==> src/rtl/counter_4b_ctrl_pkg.sv <==
// Shared definitions for the counter_4b_ctrl control stage: state encoding and
// default widths / timeout used by the top and its run-cycle counter.
package counter_4b_ctrl_pkg;

  localparam int CNT_BW_DEF      = 4;
  localparam int RUN_CYC_BW_DEF  = 8;
  localparam int TIMEOUT_CYC_DEF = 64;

  typedef enum logic [1:0] {
    S_IDLE = 2'b00,
    S_RUN  = 2'b01,
    S_DONE = 2'b10
  } state_t;

endpackage

==> src/rtl/counter_4b_ctrl_runcyc.sv <==
// Saturating run-cycle counter with synchronous clear and enable. It exposes the
// value the register will take at the next edge so the parent can capture and compare it.
module counter_4b_ctrl_runcyc #(
  parameter int WIDTH = 8
) (
  input  logic             clk,
  input  logic             reset,
  input  logic             i_clr,
  input  logic             i_en,
  output logic [WIDTH-1:0] o_cnt_next
);

  logic [WIDTH-1:0] r_cnt;

  always_comb begin
    o_cnt_next = r_cnt;
    if (i_clr) begin
      o_cnt_next = '0;
    end else if (i_en && (r_cnt != '1)) begin
      o_cnt_next = r_cnt + 1'b1;
    end
  end

  always_ff @(posedge clk or posedge reset) begin
    if (reset) begin
      r_cnt <= '0;
    end else begin
      r_cnt <= o_cnt_next;
    end
  end

endmodule

==> src/rtl/counter_4b_ctrl.sv <==
// Control stage for the 4-bit counter: IDLE/RUN/DONE Moore FSM driving the counter
// enable and limit. Optional RUN timeout abort is built with COUNTER_4B_CTRL_TIMEOUT_EN.
//
// Handshake: i_run is a level request sampled only in IDLE; there is no ready. A
// request seen in RUN or DONE is dropped, never queued. o_done pulses exactly once
// per accepted command.
module counter_4b_ctrl
  import counter_4b_ctrl_pkg::*;
#(
  parameter int CNT_BW      = CNT_BW_DEF,
  parameter int RUN_CYC_BW  = RUN_CYC_BW_DEF,
  parameter int TIMEOUT_CYC = TIMEOUT_CYC_DEF
) (
  input  logic                  clk,
  input  logic                  reset,
  input  logic                  i_run,
  input  logic [CNT_BW-1:0]     i_num_cnt,
  input  logic [CNT_BW-1:0]     i_cnt,
  output logic                  o_data_en,
  output logic [CNT_BW-1:0]     o_cnt_value,
  output logic                  o_idle,
  output logic                  o_running,
  output logic                  o_done,
`ifdef COUNTER_4B_CTRL_TIMEOUT_EN
  output logic                  o_timeout,
`endif
  output logic [RUN_CYC_BW-1:0] o_run_cyc
);

  state_t                r_state;
  state_t                w_state_nxt;
  logic [CNT_BW-1:0]     r_num_cnt;
  logic [RUN_CYC_BW-1:0] r_run_cyc;
  logic [RUN_CYC_BW-1:0] w_cyc_next;
  logic                  w_accept;
  logic                  w_timeout_nxt;

  assign w_accept = (r_state == S_IDLE) && i_run;

  counter_4b_ctrl_runcyc #(
    .WIDTH (RUN_CYC_BW)
  ) u_runcyc (
    .clk        (clk),
    .reset      (reset),
    .i_clr      (w_accept),
    .i_en       (r_state == S_RUN),
    .o_cnt_next (w_cyc_next)
  );

  always_comb begin
    w_state_nxt   = r_state;
    w_timeout_nxt = 1'b0;
    case (r_state)
      S_IDLE: begin
        if (i_run) begin
          w_state_nxt = (i_num_cnt != '0) ? S_RUN : S_DONE;
        end
      end
      S_RUN: begin
        // A match wins over a coincident timeout.
        if (i_cnt == r_num_cnt) begin
          w_state_nxt = S_DONE;
        end
`ifdef COUNTER_4B_CTRL_TIMEOUT_EN
        else if (w_cyc_next >= RUN_CYC_BW'(TIMEOUT_CYC)) begin
          w_state_nxt   = S_DONE;
          w_timeout_nxt = 1'b1;
        end
`endif
      end
      S_DONE:  w_state_nxt = S_IDLE;
      default: w_state_nxt = S_IDLE;
    endcase
  end

  always_ff @(posedge clk or posedge reset) begin
    if (reset) begin
      r_state   <= S_IDLE;
      r_num_cnt <= '0;
      r_run_cyc <= '0;
    end else begin
      r_state <= w_state_nxt;
      if (w_accept) begin
        r_num_cnt <= i_num_cnt;
      end
      // w_cyc_next already includes the final RUN cycle (or is zero from IDLE).
      if ((w_state_nxt == S_DONE) && (r_state != S_DONE)) begin
        r_run_cyc <= w_cyc_next;
      end
    end
  end

`ifdef COUNTER_4B_CTRL_TIMEOUT_EN
  logic r_timeout;

  always_ff @(posedge clk or posedge reset) begin
    if (reset) begin
      r_timeout <= 1'b0;
    end else begin
      r_timeout <= w_timeout_nxt;
    end
  end

  assign o_timeout = r_timeout;
`else
  logic w_unused;
  assign w_unused = w_timeout_nxt;
`endif

  assign o_idle      = (r_state == S_IDLE);
  assign o_running   = (r_state == S_RUN);
  assign o_done      = (r_state == S_DONE);
  assign o_data_en   = (r_state == S_RUN);
  assign o_cnt_value = r_num_cnt;
  assign o_run_cyc   = r_run_cyc;

endmodule

==> config.mk <==
export PLATFORM = sky130hd
export DESIGN_NAME = counter_4b_ctrl
export DESIGN_NICKNAME = d
export VERILOG_FILES = /design/src/rtl/counter_4b_ctrl_pkg.sv /design/src/rtl/counter_4b_ctrl_runcyc.sv /design/src/rtl/counter_4b_ctrl.sv
export SDC_FILE = /design/constraint.sdc
export NUM_CORES = 1
export LEC_CHECK = 0
export CAP_MARGIN = 30
export CORE_MARGIN = 4
export CORE_UTILIZATION = 51
export CTS_BUF_LIST = sky130_fd_sc_hd__clkbuf_4
export DETAILED_ROUTE_END_ITERATION = 8
export GPL_ROUTABILITY_DRIVEN = 0
export HOLD_SLACK_MARGIN = 0.06
export MAX_ROUTING_LAYER = met4
export PLACE_DENSITY = 0.9
export SLEW_MARGIN = 40
export SYNTH_ARGS = -nofsm -noshare
export SYNTH_HDL_FRONTEND = slang
export SYNTH_SLANG_ARGS = --single-unit
==> constraint.sdc <==
create_clock -name clk -period 2.1 [get_ports clk]
set_clock_uncertainty 0.2 [all_clocks]
set_input_delay 0.42 -clock clk [delete_from_list [all_inputs] [get_ports clk]]
set_output_delay 0.42 -clock clk [all_outputs]
set_load 0.01 [all_outputs]
# Word level (Yosys, flattened, before mapping)
# Index checks and enable logic that the tools add are counted.
[op_classes]
add_sub_neg = 1
n_eq_ne = 6
mux = 6
reduce_logical = 5
[ops]
columns = ["operator", "n"]
rows = [
  ["8-bit 2-to-1 mux", 2],
  ["8-bit by 1-bit adder with 8-bit output, second input constant", 1],
  ["8-bit != test, second input constant", 1],
  ["2-bit 2-to-1 mux", 3],
  ["2-bit == test, second input constant", 2],
  ["4-bit == test", 1],
  ["2-bit case mux with 2 select lines", 1],
  ["4-bit nonzero test", 1],
  ["1-bit logical AND", 3],
  ["2-bit by 1-bit == test with 1-bit output, second input constant", 1],
  ["2-bit logical NOT", 1],
  ["2-bit != test, second input constant", 1],
]
[totals]
register_bits = 22
in_bits = 11
output_inout_bits = 16
elab_cells = 22

# Logic depth before layout (Yosys ltp)
[logic_depth]
depth_word = 6
ltp_mapped = 6
mapped_depth_nobuf = 5

# By module
# Synthesis repeated with hierarchy kept, for this count alone.
[hier_totals]
cells_unflattened = 91
hier_area_um2 = 1128.6
[modules_own_cells]
columns = ["module", "n_inst", "cells_per_inst", "area_each_um2", "seq_area_each_um2"]
rows = [
  ["counter_4b_ctrl", 1, 43, 630.6, 350.3],
  ["counter_4b_ctrl_runcyc", 1, 48, 498.0, 200.2],
]

# Least setup slack after synthesis
# No wires, ideal clock.
[synth_path]
path_kind = "flip-flop to flip-flop"
from = "register r_num_cnt[1] (netlist: o_cnt_value[1])"
to = "register r_run_cyc[3] (netlist: o_run_cyc[3])"
setup_time_ns = 0.125
arrival_time_ns = 1.437
required_ns = 1.775
setup_slack_ns = 0.338
path_stages_with_launch = 5
path_buffers = 0
synth_period_minus_slack_ns = 1.762
cell_sequence = "dfrtp_1 -> xor2_1 -> nor4_4 -> a22oi_4 -> mux2_4"
[synth_between]
elab_chain_cells = 5
[synth_lines]
columns = ["item", "line_no", "source"]
rows = [
  ["start, declared", "counter_4b_ctrl.sv:32", "logic [CNT_BW-1:0] r_num_cnt;"],
  ["start signal, assigned", "counter_4b_ctrl.sv:84", "r_num_cnt <= i_num_cnt;"],
  ["4-bit == test", "counter_4b_ctrl.sv:61", "if (i_cnt == r_num_cnt) begin"],
  ["2-bit 2-to-1 mux", "counter_4b_ctrl.sv:61", ""],
  ["2-bit case mux with 2 select lines", "counter_4b_ctrl.sv:53", "case (r_state)"],
  ["2-bit == test", "counter_4b_ctrl.sv:87", "if ((w_state_nxt == S_DONE) && (r_state != S_DONE)) begin"],
  ["1-bit logical AND", "counter_4b_ctrl.sv:87", ""],
  ["end signal, assigned", "counter_4b_ctrl.sv:88", "r_run_cyc <= w_cyc_next;"],
  ["end, declared", "counter_4b_ctrl.sv:33", "logic [RUN_CYC_BW-1:0] r_run_cyc;"],
]
# Every way passes these cells.
# A chain may end at the register's enable or synchronous reset.

# Final worst setup path
[layout_path]
from = "register r_state[1]"
to = "output port o_done"
[layout_between]
elab_chain_cells = 1
[layout_lines]
columns = ["item", "line_no", "source"]
rows = [
  ["start, declared", "counter_4b_ctrl.sv:30", "state_t r_state;"],
  ["start signal, assigned", "counter_4b_ctrl.sv:82", "r_state <= w_state_nxt;"],
  ["2-bit == test", "counter_4b_ctrl.sv:112", "assign o_done = (r_state == S_DONE);"],
  ["end, declared", "counter_4b_ctrl.sv:23", "output logic o_done,"],
]
# Every way passes these cells.

==> results.py <==
metrics = {
    "run_status": {
        "run_status": "complete, no violations",
    },
    "drt": {
        "drtPass1Iterations": 4,
        "viasPerCell": 5.69,
        "wl_um": 2860,
        "post-route-drc-count": 0,
        "routedWlPerCell_um": 18.4,
        "antenna_left": 0,
        "dr_total_vias": 882,
        "drt-initial-drc-count": 26,
    },
    "die": {
        "initial_core_util_pct": 56.3,
        "die_y_um": 55.5,
        "dieArea_um2": 3080,
        "rows": 16,
        "core_um2": 2040,
        "io_pins": 27,
        "die_w_um": 55.5,
    },
    "clock_tree": {
        "clock-root-buffer": "clkbuf_4",
        "cts.sinks": 22,
        "clkLatencyLatePin_ps": 290,
        "path_clk_slew_ps": 110,
        "htreeDepth": 1,
        "cts_tree": "done",
        "clock_path_buffers": 2,
        "cts_buffers": 3,
    },
    "yosys": {
        "ys_ff_latch": 22,
        "synthCells": 94,
        "synth_edf_count": 0,
        "yosysWarnings": 0,
        "yosys.area.top_type": "dfrtp_1",
        "synth_area_um2": 1150,
        "ys_seq_area_share_pct": 47.9,
        "synth_top_flop_cell": "dfrtp_1",
        "synth_commonest_cells": "22 x dfrtp_1, 8 x nor2_1, 6 x o2bb2ai_1",
        "syn_nets": 106,
        "ys_top_cells_by_area": "dfrtp_1 48%, mux2_2 4.9%, o2bb2ai_1 4.6%",
        "syn_avg_cell_area_um2": 12.2,
        "synth_most_common_cell": "dfrtp_1",
        "synth.distinct_cells": 37,
        "synth_top_area_share_pct": 47.9,
        "synth_async_sr_flop_share_pct": 100,
    },
    "layout": {
        "antenna_cells": 0,
        "final_cells": 155,
        "finish.utilization_pct": 74.9,
        "n_fill_cell": 142,
        "post-route-cell-area_um2": 1530,
        "synthToLayoutAreaGrowth_pct": 33.0,
        "drive_gt1_share_pct": 21.1,
        "nets": 141,
    },
    "global_route": {
        "grt_max_degree": 23,
        "grt_first_pass_wirelength_um": 4840,
        "grtUsageMet3_pct": 1.86,
        "globalRouteMet2Util_pct": 36.1,
        "antenna_found_initial": 0,
        "grt_use_met1_pct": 24.8,
        "top_usage_layer": "met2",
        "grt_use_total_pct": 20.5,
        "grt_pass1_vias": 991,
        "grt-ovfl-total": 0,
    },
    "sta": {
        "period_needed_ps": 2000,
        "hold_ws_ps": 252,
        "hold_viol": 0,
        "tns_ps": 0,
        "maxSlewHeadroom_pct": 75.1,
        "setup_violations": 0,
        "rsz0062_at_grt": "false",
        "slew_viol_final": 0,
        "max_freq_mhz": 499,
        "fin_crit_sh_pct": 95.5,
        "tightest_slew_ps": 373,
    },
    "place": {
        "post_dp_cell_area_um2": 1470,
        "dp.cells": 150,
        "port_buffers": 26,
        "hpwl_um": 2180,
    },
    "critical_path": {
        "worstPathArrival_ps": 1380,
        "crit_path_end_kind": "output port",
        "path_class": "reg2out",
        "crit_chain": "nor2b_1 > clkdlybuf4s50_1",
        "cp_max_fo": 5,
        "slowest_stage": "clkdlybuf4s50_1",
        "critical_path.max_stage_delay_ps": 540,
        "cp-start-kind": "flop",
        "required_ps": 1480,
    },
    "job": {
        "max-cap-violations": 0,
    },
    "power": {
        "powerDensity_nw_per_um2": 1330,
        "ir_drop_uv": 888,
        "leakage_uw": 0.000681,
    },
    "worst_hold_path": {
        "worstHoldPathType": "in2async",
    },
}
[power by group]
group          switching, uW  total [uW]  internal [uW]
sequential               163         736            572
clock                    118         310            193
combinational            477         985            508
total                    758        2030           1270
[placed cells by master (no fill, tap or decap), drive strengths merged, types with 2 or more instances in the layout]
cell,netlist,final
clkdlybuf4s50,0,23
dfrtp,22,22
nor2,8,8
buf,3,7
o2bb2ai,7,7
mux2,6,6
inv,5,5
xor2,5,5
nand2,4,4
nand2b,4,4
mux2i,3,3
a21oi,3,3
clkbuf,0,3
nor4,3,3
xnor2,2,2
dlygate4sd2,0,2
a211oi,2,2
[cell families after synthesis]
kind of cell	synth area share, %
xor gates and xnor gates	5.33
and+or+nand+nor	17.5
DFF	47.9
muxes	8.81
buffers and inverters	3.37
AOI/OAI and AO/OA	16.0
adders and majority gates	1.09
[sequential cells by signal, summed over array words and instances, names as in the netlist]
| register | cells |
|---|---|
| o_cnt_value | 4 |
| u_runcyc.r_cnt | 8 |
| r_state | 2 |
| o_run_cyc | 8 |
[final cells by class]
cell class	instances	area [um^2]	area share (%)
clock buffers	3	22.5	1.47
flip-flops and latches	22	551	36.0
multi-input cells	64	561	36.7
inverters	5	18.8	1.23
repair buffers	33	313	20.5
clock inverters	1	30.0	1.96
well taps	27	33.8	2.21
[metal layers]
layer,wire [um],vias to the layer above
li1,-,409
met1,1200,451
met2,1550,18
met3,73,4
met4,36,0
met5,0,-
[critical path: cells and delay by family (launching register included)]
kind,cells,cell delay (ps)
flip-flops,1,410
buffers and inverters,1,540
AND/OR/NAND/NOR,1,140
[repair_timing]
action,4_1_cts,5_1_grt
setup buffers,0,1
resized for setup,2,1
endpoints found under the setup margin,2,1
hold buffers,0,0
pin swaps,0,0
[worst paths after layout]
path | cells past startpoint | to | slack [ps] | from
max | 2 | o_done | 100 | r_state[1]$_DFF_PP0_
min reg2reg | 1 | o_run_cyc[0]$_DFFE_PP0P_ | 300 | o_run_cyc[0]$_DFFE_PP0P_
max reg2reg | 5 | o_run_cyc[5]$_DFFE_PP0P_ | 180 | u_runcyc.r_cnt[0]$_DFF_PP0_
max in group asynchronous | 3 | o_cnt_value[0]$_DFFE_PP0P_ | 1240 | reset
min in group clk | 1 | o_run_cyc[0]$_DFFE_PP0P_ | 300 | o_run_cyc[0]$_DFFE_PP0P_
min | 3 | o_run_cyc[6]$_DFFE_PP0P_ | 250 | reset
[per-stage QoR]
| stage | power, uW | worst slack, ps |
|---|---|---|
| 5_1_grt | 2140 | 30.8 |
| 3_5_place_dp | 1710 | -148 |
| 3_3_place_gp | 1650 | -38.1 |
| 6_report | 2030 | 95.4 |
| 2_1_floorplan | 1250 | 338 |
| 4_1_cts | 2020 | 44.9 |
Power figures use the tool's default switching activity.
